### config.mk
export PLATFORM = sky130hd
export DESIGN_NAME = inpass_sync_frame_config
export DESIGN_NICKNAME = d
export VERILOG_FILES = /design/src/rtl/inpass_sync_frame_config.sv
export SDC_FILE = /design/constraint.sdc
export NUM_CORES = 1
export LEC_CHECK = 0
export BUFFER_PORTS_ARGS = -buffer_cell sky130_fd_sc_hd__buf_2
export CORE_ASPECT_RATIO = 1.25
export CORE_MARGIN = 2
export CORE_UTILIZATION = 52
export DETAILED_ROUTE_END_ITERATION = 8
export GPL_TIMING_DRIVEN = 0
export PLACE_DENSITY = 0.83
export SLEW_MARGIN = 20
export SYNTH_ARGS = -nofsm -noshare
export SYNTH_HDL_FRONTEND = slang
export SYNTH_SLANG_ARGS = --single-unit
### constraint.sdc
create_clock -name UserCLK -period 1.4 [get_ports UserCLK]
set_clock_uncertainty 0.2 [all_clocks]
set_input_delay 0.14 -clock UserCLK [delete_from_list [all_inputs] [get_ports UserCLK]]
set_output_delay 0.14 -clock UserCLK [all_outputs]
set_load 0.02 [all_outputs]
### src/rtl/inpass_sync_frame_config.sv
// Input-pass BEL: NUM_CH independent channels, each configured by three frame
// bits to pass its (optionally inverted) input combinationally, registered,
// through a 2-FF synchroniser, or through the synchroniser plus a debouncer.
// Every register runs regardless of the selected mode, so a configuration
// change only moves the output mux and never disturbs channel state.
module inpass_sync_frame_config #(
  parameter int NUM_CH       = 4,
  parameter int DB_CYCLES    = 8,
  parameter int NoConfigBits = 3 * NUM_CH
) (
  input  logic                    UserCLK,
  input  logic                    UserRST,
  input  logic [NUM_CH-1:0]       I,
  output logic [NUM_CH-1:0]       O,
  input  logic [NoConfigBits-1:0] ConfigBits
);

  localparam int CNT_W = $clog2(DB_CYCLES + 1);
  localparam logic [CNT_W-1:0] CNT_LAST = CNT_W'(DB_CYCLES - 1);

  localparam logic [1:0] MODE_COMB = 2'b00;
  localparam logic [1:0] MODE_REG  = 2'b01;
  localparam logic [1:0] MODE_SYNC = 2'b10;
  localparam logic [1:0] MODE_DB   = 2'b11;

  // Reject configurations that cannot describe a working channel.
  generate
    if (NUM_CH < 1) begin : g_bad_num_ch
      $error("inpass_sync_frame_config: NUM_CH must be >= 1");
    end
    if (DB_CYCLES < 1) begin : g_bad_db_cycles
      $error("inpass_sync_frame_config: DB_CYCLES must be >= 1");
    end
    if (NoConfigBits != 3 * NUM_CH) begin : g_bad_cfg_bits
      $error("inpass_sync_frame_config: NoConfigBits must equal 3*NUM_CH");
    end
  endgenerate

  logic [NUM_CH-1:0] x;
  logic [NUM_CH-1:0] s1_q, s1_d;
  logic [NUM_CH-1:0] s2_q, s2_d;
  logic [NUM_CH-1:0] db_q, db_d;
  logic [CNT_W-1:0]  cnt_q [NUM_CH];
  logic [CNT_W-1:0]  cnt_d [NUM_CH];

  // Apply per-channel inversion ahead of every stage.
  always_comb begin
    x = '0;
    for (int i = 0; i < NUM_CH; i++) begin
      x[i] = I[i] ^ ConfigBits[3*i+2];
    end
  end

  // Next-state for the synchroniser chain and the debounce window.  A
  // deviation of s2 from db must persist for DB_CYCLES consecutive edges
  // before db follows; any return to agreement restarts the window.
  always_comb begin
    s1_d = x;
    s2_d = s1_q;
    db_d = db_q;
    for (int i = 0; i < NUM_CH; i++) begin
      cnt_d[i] = cnt_q[i];
      if (s2_q[i] == db_q[i]) begin
        cnt_d[i] = '0;
      end else if (cnt_q[i] == CNT_LAST) begin
        db_d[i]  = s2_q[i];
        cnt_d[i] = '0;
      end else begin
        cnt_d[i] = cnt_q[i] + 1'b1;
      end
    end
  end

  // State registers; reset discards any debounce in progress.
  always_ff @(posedge UserCLK) begin
    if (UserRST) begin
      s1_q <= '0;
      s2_q <= '0;
      db_q <= '0;
      for (int i = 0; i < NUM_CH; i++) begin
        cnt_q[i] <= '0;
      end
    end else begin
      s1_q <= s1_d;
      s2_q <= s2_d;
      db_q <= db_d;
      for (int i = 0; i < NUM_CH; i++) begin
        cnt_q[i] <= cnt_d[i];
      end
    end
  end

  // Per-channel output select from the channel's two mode bits.
  always_comb begin
    O = '0;
    for (int i = 0; i < NUM_CH; i++) begin
      case (ConfigBits[3*i +: 2])
        MODE_COMB: O[i] = x[i];
        MODE_REG:  O[i] = s1_q[i];
        MODE_SYNC: O[i] = s2_q[i];
        MODE_DB:   O[i] = db_q[i];
        default:   O[i] = x[i];
      endcase
    end
  end

endmodule

# [Word level (Yosys, flattened, before mapping)]
# Memories as Yosys holds them, arrays and structs flattened.
# Index checks and enable logic that the tools add are counted.
[word_totals] ff_bits=12 ramBits=16 input_bits=18 word_cells=70 memories=1
[classes] n_addsub=4 n_eq_ne=20 n_mux=19 bitwise=12 n_reduce_logical=8
[mem_list] name="cnt_q" words=4 word_bits=4 read_ports=4 rd_clocked_by_memory_dff=0 wr=4 line_no="43" rtl="logic [CNT_W-1:0] cnt_q [NUM_CH];"
[op_table] operator="two-way mux 4 bit" count=12
[op_table] operator="adder 4 x 1 -> 4 bit, second input constant" count=4
[op_table] operator="== test 2 bit, second input constant" count=8
[op_table] operator="== test 4 x 3 -> 1 bit, second input constant" count=4
[op_table] operator="one-hot mux 1 bit (4 select lines)" count=4
[op_table] operator="== test 2 x 1 -> 1 bit, second input constant" count=4
[op_table] operator="zero test 2 bit" count=4
[op_table] operator="AND reduction 2 bit" count=4
[op_table] operator="== test 1 bit" count=4
[op_table] operator="inverter 1 bit" count=4
[op_table] operator="bitwise OR 1 bit" count=4
[op_table] operator="XOR 1 bit" count=4
[op_table] operator="two-way mux 1 bit" count=3

# [Longest topological paths before layout]
# Gate-level depths: netlist of run 1.
[depth] depth_word=4 mapped_depth=4 ltp_nobuf=4

# [Least setup slack after synthesis of run 1]
# OpenSTA, ideal clock, no wires.
[synth_path] path_kind="reg-to-output" from="register db_q[0]" to="output port O[0]" t_arrival_ps=840 path_slack_ps=220 stages_incl_launch_ff=2 n_path_buf=0 path_cell_list="dfxtp_1 -> mux4_2"
[synth_via] elab_chain_cells=1
[synth_lines] item="from (decl)" line_no="42" rtl="logic [NUM_CH-1:0] db_q, db_d;"
[synth_lines] item="from (signal assigned)" line_no="79" rtl="db_q <= '0;"
[synth_lines] item="from (signal assigned)" line_no="86" rtl="db_q <= db_d;"
[synth_lines] item="one-hot mux 1 bit (4 select lines)" line_no="97" rtl="case (ConfigBits[3*i +: 2])"
[synth_lines] item="to (decl)" line_no="14" rtl="output logic [NUM_CH-1:0] O,"
# Every way passes these cells.

# [Final worst setup path of run 1]
[layout_path] from="register db_q[3]" to="output port O[3]"
# Same word-level chain as after synthesis.

==> PnR_summary.wiki, run 1 <==
{| class="wikitable"
! Metric !! Value
|-
| Run status || finished with violations
|-
| Violated checks || negative setup slack
|-
| Pre-CTS WS || 0.00982 ns
|-
| Maximum number of pins on one net before global-route repair || 17
|-
| Internal power || 0.00121 W
|-
| Critical path class || reg -> out
|-
| Number of warnings reported in the yosys synthesis log || 0
|-
| Sequential element share of the synthesized area || 0.497
|-
| Net Switching || 0.000312 W
|-
| Power per cell area || 1060 nW/um^2
|-
| Number of routed nets with antenna violations || 0
|-
| Number of placement rows || 18
|-
| CP Buf/Inv Count || 1
|-
| Setup slack on the worst flop-to-flop path || 0.12 ns
|-
| Post-detailed-route via-to-cell ratio || 5.22
|-
| CP Launch Point || db_q[3]
|-
| Post-synth cell types || 12
|-
| Most common cell after layout, fill and taps aside || sky130_fd_sc_hd__dfxtp_1
|-
| # port buffers || 20
|-
| CTS H-tree lvls || 1
|-
| Worst Hold End || cnt_q[2][0]
|-
| FF-to-FF End || db_q[3]
|-
| Via count of the first global-routing pass || 882
|-
| Commonest non-fill, non-tap cells in the layout || 20 x sky130_fd_sc_hd__dfxtp_1, 16 x sky130_fd_sc_hd__xor2_1, 16 x sky130_fd_sc_hd__nor2_1, 16 x sky130_fd_sc_hd__buf_2
|-
| Half-perimeter wire length after placement || 1430 um
|-
| Critical Path RT || 1.06 ns
|-
| Final number of max-transition violations || 0
|-
| Detail-routed net length per standard cell || 12.8 um
|-
| Final hold slack || 0.259 ns
|-
| Worst voltage drop across the vdd grid || 0.663 mV
|-
| Slack of the critical path || -0.250 ns
|-
| X dimension of the die || 45.7 um
|-
| Antenna violations before repair || 0
|-
| Unrepaired setup endpoints after global routing || yes
|-
| Io pins || 22
|-
| Antenna Diode Count || 0
|-
| Max Cap Violations || 0
|-
| Combinational Power Share || 0.109
|-
| DRT Pass-1 Iters || 4
|-
| Startpoint of the lowest-slack register-to-register path || cnt_q[3][0]
|-
| Cell Area, Synth || 1130 um^2
|-
| Start point of the worst min-delay path || cnt_q[2][0]
|-
| Worst Max-Slew Pin Slew || 0.449 ns
|-
| Setup violators final || 4
|-
| Final period util || 1.18
|-
| Die Area || 2560 um^2
|-
| Switching share of power || 0.205
|-
| Proportion of layout cells with a drive suffix above 1 || 0.307
|-
| Clock share of power || 0.345
|-
| Clock edge transition at the registers on the reported setup and hold paths || 0.15 ns
|-
| Avg Inst Size Synth || 11.1 um^2
|-
| Grt ovf || 0
|-
| Worst-path fanout max || 3
|-
| Area added between synthesis and finish || 27.3%
|-
| Insertion delay to the later sink of the worst-skew pair || 0.33 ns
|-
| Number of hold-slack violations in the final timing report || 0
|-
| TritonCTS clock tree || built
|-
| Final weighted congestion in routability-driven placement || 0.667
|-
| Cell with the largest stage delay on the worst path || sky130_fd_sc_hd__mux4_2
|-
| Final critical delay including setup and external delays || 1.65 ns
|-
| Buffer levels on the longest clock path || 2
|-
| WP data arrival || 1.31 ns
|-
| Starting utilization of the core area || 0.563
|-
| DRC Markers || 0
|-
| Routed vias || 820
|-
| Total of flip-flops plus latches after synthesis || 28
|-
| CP endpoint kind || output port
|-
| Floorplan die height || 56.1 um
|-
| Relative slew slack || 0.701
|-
| Floorplan Core Area || 2000 um^2
|-
| List of cells traversed by the critical path || mux4_2, buf_6
|-
| Wire length of the first global-routing pass || 3490 um
|-
| Post-layout nets || 160
|-
| Main area contributors after synthesis || sky130_fd_sc_hd__dfxtp_1 50%, sky130_fd_sc_hd__xor2_1 12%, sky130_fd_sc_hd__mux4_2 8.0%
|-
| Achievable Freq || 0.606 GHz
|-
| GRT Overall Usage || 0.184
|-
| Biggest area consumer among synthesized cells || sky130_fd_sc_hd__dfxtp_1
|-
| Worst hold path stage count || 1
|-
| Final WL || 2010 um
|-
| Syn nets || 124
|-
| Largest delay contributor family on the critical path || multiplexers
|-
| Total leakage power || 0.701 nW
|-
| Worst hold-check path type || reg -> reg
|-
| Utilization after layout || 0.717
|-
| Mapped Cells || 102
|-
| Root buffer cell || sky130_fd_sc_hd__clkbuf_4
|-
| Total clock buffers created by CTS || 3
|-
| Total of fill cells in the finished design || 159
|-
| Crit path largest cell delay || 0.48 ns
|-
| Sinks on the clock net || 28
|-
| Fraction of power consumed by sequential logic || 0.547
|-
| Number of DRC violations after detailed-routing iteration 0 || 7
|-
| Element type at the critical path start || flop
|-
| Cell depth of the worst flop-to-flop path || 4
|-
| Area share of the leading cell type in the synthesized netlist || 0.497
|-
| Post-Route Setup TNS || -0.951 ns
|}
## cell type report
type	instances	area [um^2]	share of cell area
clock buffer	3	22.5	0.0157
sequential	28	571	0.397
multi-input combinational	68	546	0.380
inverter	4	15.0	0.0105
clock inverter	1	30.0	0.0209
timing repair buffer	31	220	0.153
tap	20	25.0	0.0174
buffer	2	7.51	0.00523
## cells by family (layout without fill, tap and decap cells)
kind of cell             count (synthesis)  after routing  share of synthesized area
XOR/XNOR                                16             16                      0.124
adder cells (fa/ha/maj)                  4              4                     0.0443
buffers and inverters                    6             41                     0.0200
flip-flops                              28             28                      0.497
multiplexers                             8              8                      0.115
AND/OR/NAND/NOR                         40             40                      0.200
## cell usage after synthesis
library cell,number
sky130_fd_sc_hd__nor2_1,16
sky130_fd_sc_hd__dfxtp_1,28
sky130_fd_sc_hd__mux2i_1,4
sky130_fd_sc_hd__clkbuf_1,2
sky130_fd_sc_hd__ha_1,4
sky130_fd_sc_hd__and3b_1,4
sky130_fd_sc_hd__mux4_2,4
sky130_fd_sc_hd__xor2_1,16
sky130_fd_sc_hd__inv_1,4
sky130_fd_sc_hd__nand3_1,4
sky130_fd_sc_hd__nor2b_1,8
sky130_fd_sc_hd__nand3b_1,8
## worst max-delay path by stage
stage                     slack [ns]   end  depth (start not counted)
after floorplan                 0.22  O[0]                          1
after global placement          0.04  O[1]                          4
after detailed placement        0.01  O[2]                          4
after CTS                      -0.26  O[3]                          2
after global routing           -0.30  O[3]                          2
final                          -0.25  O[3]                          2
## metrics by stage
step / area [um^2] / instances / total power (W)
5_1_grt: 1440 / 157 / 0.00158
3_3_place_gp: 1250 / 142 / 0.000962
6_report: 1440 / 157 / 0.00152
3_5_place_dp: 1250 / 142 / 0.000969
4_1_cts: 1440 / 157 / 0.00152
2_1_floorplan: 1130 / 102 / 0.000919
## flip-flops by register name (all words and copies together), names as in the netlist
| register | cells |
|---|---|
| s1_q | 4 |
| db_q | 4 |
| s2_q | 4 |
| cnt_q | 16 |
## metal layers
| metal | track usage | routed length, um |
|---|---|---|
| met1 | 0.194 | 782 |
| met2 | 0.332 | 1130 |
| met3 | 0.0325 | 64 |
| met4 | 0.0840 | 33 |
| met5 | 0 | 0 |
## power by group through the flow
stage          Sequential [W]  Clock [W]  Combinational, W
6_report             0.000830   0.000523          0.000165
5_1_grt              0.000833   0.000567          0.000181
4_1_cts              0.000829   0.000528          0.000165
3_5_place_dp         0.000847          0          0.000121
3_3_place_gp         0.000846          0          0.000116
2_1_floorplan        0.000843          0         0.0000753
## repair_timing
item                       CTS  global route
resized for setup           15             1
hold endpoints to repair    10             0
buffers inserted             6             0
hold buffers                 5             0
setup endpoints to repair    4             4
No activity file was read; power rests on OpenSTA's default activity.
==> run 2, diff against run 1 <==
clock period = 1.8 ns   (was 1.4 ns; I/O delays follow)
==> run 2 against run 1 <==
  * The flow now finishes without violations
  * Global-route usage decreased by 1.1 points
  * Die area unchanged
  * Count of clock-buffer cells in the layout unchanged
  * Worst hold slack got worse by 0.24 ns
  * Sequential power decreased by 22%
  * Setup slack improved by 0.34 ns
  * Final cell count decreased by 3.8%
  * Power decreased by 24%
==> PnR_summary.wiki, run 2 (same netlist as run 1, synthesis figures left out) <==
{| class="wikitable"
! Metric !! Value
|-
| Via count of the first global-routing pass || 844
|-
| Wire length on met3 || 69 um
|-
| Maximum number of pins on one net before global-route repair || 17
|-
| Number of hold-slack violations in the final timing report || 0
|-
| Final number of max-transition violations || 0
|-
| Antenna Diode Count || 0
|-
| GRT Overall Usage || 0.174
|-
| Post-layout nets || 154
|-
| Starting utilization of the core area || 0.563
|-
| Max FFs per register || 16
|-
| Post-detailed-route via-to-cell ratio || 5.28
|-
| Total clock buffers created by CTS || 3
|-
| # port buffers || 20
|-
| Final Cell Area || 1360 um^2
|-
| Achievable Freq || 0.583 GHz
|-
| TritonCTS clock tree || built
|-
| Floorplan die height || 56.1 um
|-
| WP data arrival || 1.34 ns
|-
| Critical path class || reg -> out
|-
| Number of placement rows || 18
|-
| Final period util || 0.953
|-
| Floorplan Core Area || 2000 um^2
|-
| Critical Path RT || 1.42 ns
|-
| Io pins || 22
|-
| CTS H-tree lvls || 1
|-
| Detail-routed net length per standard cell || 12.3 um
|-
| Unrepaired setup endpoints after global routing || no
|-
| X dimension of the die || 45.7 um
|-
| Wire length of the first global-routing pass || 3290 um
|-
| Insertion delay to the later sink of the worst-skew pair || 0.32 ns
|-
| Run status || finished, final reports clean
|-
| Routed met1 length || 704 um
|-
| Count of instances resized after the clock tree is built || 0
|-
| Number of post-CTS setup repair buffers || 0
|-
| Number of DRC violations after detailed-routing iteration 0 || 6
|-
| Max Cap Violations || 0
|-
| Slack of the critical path || 0.0849 ns
|-
| Root buffer cell || sky130_fd_sc_hd__clkbuf_4
|-
| Grt ovf || 0
|-
| Pre-CTS WS || 0.330 ns
|-
| Relative slew slack || 0.725
|-
| Worst-path fanout max || 3
|-
| Number of routed nets with antenna violations || 0
|-
| Area added between synthesis and finish || 20.2%
|-
| Die Area || 2560 um^2
|-
| Final weighted congestion in routability-driven placement || 0.667
|-
| Final critical delay including setup and external delays || 1.72 ns
|-
| Post-Route Setup TNS || 0 ns
|-
| Worst voltage drop across the vdd grid || 0.494 mV
|-
| DRT Pass-1 Iters || 4
|-
| Clock edge transition at the registers on the reported setup and hold paths || 0.14 ns
|-
| Register containing the most flip-flops in the final layout || cnt_q
|-
| Total of fill cells in the finished design || 171
|-
| Half-perimeter wire length after placement || 1430 um
|-
| Post-cts hold buffer count || 5
|-
| Highest signal layer in the routed design || met4
|-
| Commonest non-fill, non-tap cells in the layout || 28 x sky130_fd_sc_hd__dfxtp_1, 20 x sky130_fd_sc_hd__buf_2, 16 x sky130_fd_sc_hd__xor2_1, 16 x sky130_fd_sc_hd__nor2_1
|-
| Most common cell after layout, fill and taps aside || sky130_fd_sc_hd__dfxtp_1
|-
| Final WL || 1860 um
|-
| Met2 layer wire length in the routed design || 1050 um
|-
| Setup violators final || 0
|-
| Power per cell area || 854 nW/um^2
|-
| Total leakage power || 0.660 nW
|-
| Worst Max-Slew Pin Slew || 0.413 ns
|-
| Element type at the critical path start || flop
|-
| Worst hold-check path type || in -> reg
|-
| Setup slack on the worst flop-to-flop path || 0.52 ns
|-
| Total cell area at the placement stage || 1250 um^2
|-
| Buffer levels on the longest clock path || 2
|-
| DRC Markers || 0
|-
| Routed vias || 797
|-
| Proportion of layout cells with a drive suffix above 1 || 0.214
|-
| Sinks on the clock net || 28
|-
| CP endpoint kind || output port
|-
| Antenna violations before repair || 0
|}
==> run 2: cell types whose count changed in the layout (fill, tap and decap cells not counted), sizes merged <==
cell	before	now
buf	26	20
==> run 2: final timing paths <==
kind                       to  cells past startpoint         from
setup / recovery         O[2]                      2      db_q[2]
hold / removal        db_q[1]                      2      UserRST
setup reg to reg      db_q[3]                      4  cnt_q[3][0]
hold reg to reg   cnt_q[2][0]                      1  cnt_q[2][0]
==> run 2: critical path: stages (launching register included) <==
cell and delay, ns:
sky130_fd_sc_hd__dfxtp_1 0.36, sky130_fd_sc_hd__mux4_2 0.48, sky130_fd_sc_hd__buf_2 0.17
==> run 2: area by class of cell <==
cell class | instances | area [um^2] | area share
inverters | 4 | 15.0 | 0.0111
clock buffers | 3 | 22.5 | 0.0166
flip-flops and latches | 28 | 561 | 0.413
multi-input cells | 68 | 546 | 0.402
repair buffers | 25 | 150 | 0.111
clock inverters | 1 | 30.0 | 0.0221
well taps | 20 | 25.0 | 0.0185
plain buffers | 2 | 7.51 | 0.00554
==> run 2: layer usage <==
metal,up-vias,global-route usage
met5,-,0
met4,0,0.0840
met3,5,0.0325
met2,20,0.310
met1,375,0.182
li1,397,-
==> run 2: through the flow <==
stage          hold slack (ns)  cells  total power (W)  utilization
6_report                0.0192    151          0.00116        0.677
3_5_place_dp             0.237    142         0.000753        0.625
3_3_place_gp             0.228    142         0.000748        0.625
4_1_cts                 0.0324    151          0.00117        0.677
5_1_grt                 0.0356    151          0.00121        0.677
2_1_floorplan            0.194    102         0.000715            -
==> run 2: where the power goes <==
part           leakage, nW  internal, W  switching (W)
combinational        0.405    0.0000626      0.0000461
sequential           0.228     0.000635      0.0000102
clock               0.0279     0.000225       0.000178
total                0.660     0.000923       0.000234
==> run 3, diff against run 2 <==
--- a/constraint.sdc
+++ b/constraint.sdc
@@ -4,2 +4,2 @@
 set_output_delay 0.18 -clock UserCLK [all_outputs]
-set_load 0.02 [all_outputs]
+set_load 0.1 [all_outputs]
==> run 3 against run 2 <==
  * Fmax fell by 3.0%
  * Count of clock-buffer cells in the layout did not move
  * Flip-flop and latch count did not move
  * Die area did not move
  * Setup slack got worse by 0.052 ns
  * Clock power rose by 1%
  * Final cell count rose by 0.66%
  * First-iteration DRC count did not move
  * Sequential power barely moved
  * Critical path depth did not move
  * Combinational power rose by 67%
  * Critical path type unchanged
==> PnR_summary.wiki, run 3 (same netlist as run 1, synthesis figures left out) <==
{| class="wikitable"
! Metric !! Value
|-
| Number of hold-slack violations in the final timing report || 0
|-
| Starting utilization of the core area || 0.563
|-
| Max FFs per register || 16
|-
| Antenna violations before repair || 0
|-
| Total cell area at the placement stage || 1250 um^2
|-
| GRT Overall Usage || 0.174
|-
| Worst Max-Slew Pin Slew || 0.441 ns
|-
| X dimension of the die || 45.7 um
|-
| Insertion delay to the later sink of the worst-skew pair || 0.33 ns
|-
| Number of routed nets with antenna violations || 0
|-
| # port buffers || 20
|-
| Final number of max-transition violations || 0
|-
| Die Area || 2560 um^2
|-
| Proportion of layout cells with a drive suffix above 1 || 0.250
|-
| Critical path endpoint || O[2]
|-
| Setup violators final || 0
|-
| Total leakage power || 0.676 nW
|-
| Worst hold path stage count || 2
|-
| Root buffer cell || sky130_fd_sc_hd__clkbuf_4
|-
| Post-Route Setup TNS || 0 ns
|-
| Worst-path fanout max || 3
|-
| Register containing the most flip-flops in the final layout || cnt_q
|-
| Final period util || 0.982
|-
| CP endpoint kind || output port
|-
| CTS H-tree lvls || 1
|-
| Final Cell Area || 1410 um^2
|-
| Final critical delay including setup and external delays || 1.77 ns
|-
| Run status || finished, final reports clean
|-
| Worst voltage drop across the vdd grid || 0.513 mV
|-
| DRT Pass-1 Iters || 4
|-
| Grt ovf || 0
|-
| Sinks on the clock net || 28
|-
| Utilization after layout || 0.702
|-
| Commonest non-fill, non-tap cells in the layout || 24 x sky130_fd_sc_hd__dfxtp_1, 16 x sky130_fd_sc_hd__xor2_1, 16 x sky130_fd_sc_hd__nor2_1, 16 x sky130_fd_sc_hd__buf_2
|-
| Worst hold-check path type || in -> reg
|-
| Antenna Diode Count || 0
|-
| Total clock buffers created by CTS || 3
|-
| Power per cell area || 878 nW/um^2
|-
| Post-detailed-route via-to-cell ratio || 5.28
|-
| Clock edge transition at the registers on the reported setup and hold paths || 0.15 ns
|-
| Final weighted congestion in routability-driven placement || 0.667
|-
| Critical path class || reg -> out
|-
| Via count of the first global-routing pass || 845
|-
| Total of fill cells in the finished design || 160
|-
| Post-layout nets || 155
|-
| Setup slack on the worst flop-to-flop path || 0.52 ns
|-
| Element type at the critical path start || flop
|-
| Relative slew slack || 0.706
|-
| Routed vias || 802
|-
| Half-perimeter wire length after placement || 1430 um
|-
| CP Launch Point || s2_q[2]
|-
| Io pins || 22
|-
| Max Cap Violations || 0
|-
| FF-to-FF End || db_q[3]
|-
| Final WL || 1870 um
|-
| Maximum number of pins on one net before global-route repair || 17
|-
| Achievable Freq || 0.566 GHz
|-
| DRC Markers || 0
|-
| Buffer levels on the longest clock path || 2
|-
| TritonCTS clock tree || built
|-
| Startpoint of the lowest-slack register-to-register path || cnt_q[3][0]
|-
| Unrepaired setup endpoints after global routing || yes
|-
| Wire length of the first global-routing pass || 3300 um
|-
| Detail-routed net length per standard cell || 12.3 um
|-
| WP data arrival || 1.39 ns
|-
| Total power after layout || 0.00123 W
|-
| Number of placement rows || 18
|-
| Number of DRC violations after detailed-routing iteration 0 || 6
|-
| Cell depth of the worst flop-to-flop path || 4
|-
| Floorplan die height || 56.1 um
|-
| Area added between synthesis and finish || 24.6%
|-
| Critical Path RT || 1.42 ns
|-
| Most common cell after layout, fill and taps aside || sky130_fd_sc_hd__dfxtp_1
|-
| Floorplan Core Area || 2000 um^2
|}
run 3: worst min path at each step:
stage                            from           to  slack [ns]
after floorplan                  I[0]      s1_q[0]        0.19
after global placement    cnt_q[2][0]  cnt_q[2][0]        0.23
after detailed placement  cnt_q[2][0]  cnt_q[2][0]        0.24
after CTS                     UserRST      db_q[2]        0.03
after global routing          UserRST      db_q[0]        0.04
final                         UserRST      db_q[2]        0.03
run 3: cell type report:
class / instances / area [um^2] / share of cell area
Buffer: 2 / 7.51 / 0.00534
Clock buffer: 3 / 22.5 / 0.0160
Clock inverter: 1 / 30.0 / 0.0214
Inverter: 4 / 15.0 / 0.0107
Multi-Input combinational cell: 68 / 546 / 0.388
Sequential cell: 28 / 566 / 0.402
Tap cell: 20 / 25.0 / 0.0178
Timing Repair Buffer: 26 / 195 / 0.139
run 3: power breakdown:
group	leakage [nW]	total [W]	switching, W	internal [W]
logic	0.419	0.000182	0.000103	0.0000791
clock network	0.0279	0.000407	0.000181	0.000225
registers	0.229	0.000646	0.00000994	0.000636
run 3: repair_timing:
action                                 in CTS  in global routing
hold buffers                                5                  0
endpoints found under the hold margin       6                  0
resized for setup                           5                 10
setup endpoints to repair                   4                  4
setup buffers                               0                  1
run 3: critical path, cell delays in order (launching register included):
cell and delay [ns]:
sky130_fd_sc_hd__dfxtp_2 0.36, sky130_fd_sc_hd__mux4_2 0.50, sky130_fd_sc_hd__buf_12 0.19
run 3: through the flow:
step,std cells,hold slack [ns],setup WS [ns]
3_5_place_dp,142,0.237,0.195
3_3_place_gp,142,0.228,0.228
4_1_cts,151,0.0324,0.00188
2_1_floorplan,102,0.194,0.370
5_1_grt,152,0.0364,-0.0170
6_report,152,0.0326,0.0325
run 3: metal layers:
metal	vias to the layer above	global-route usage	part of all wire
met5	-	0	0
met4	0	0.0840	0.018
li1	399	-	-
met1	378	0.182	0.39
met3	5	0.0325	0.038
met2	20	0.312	0.55
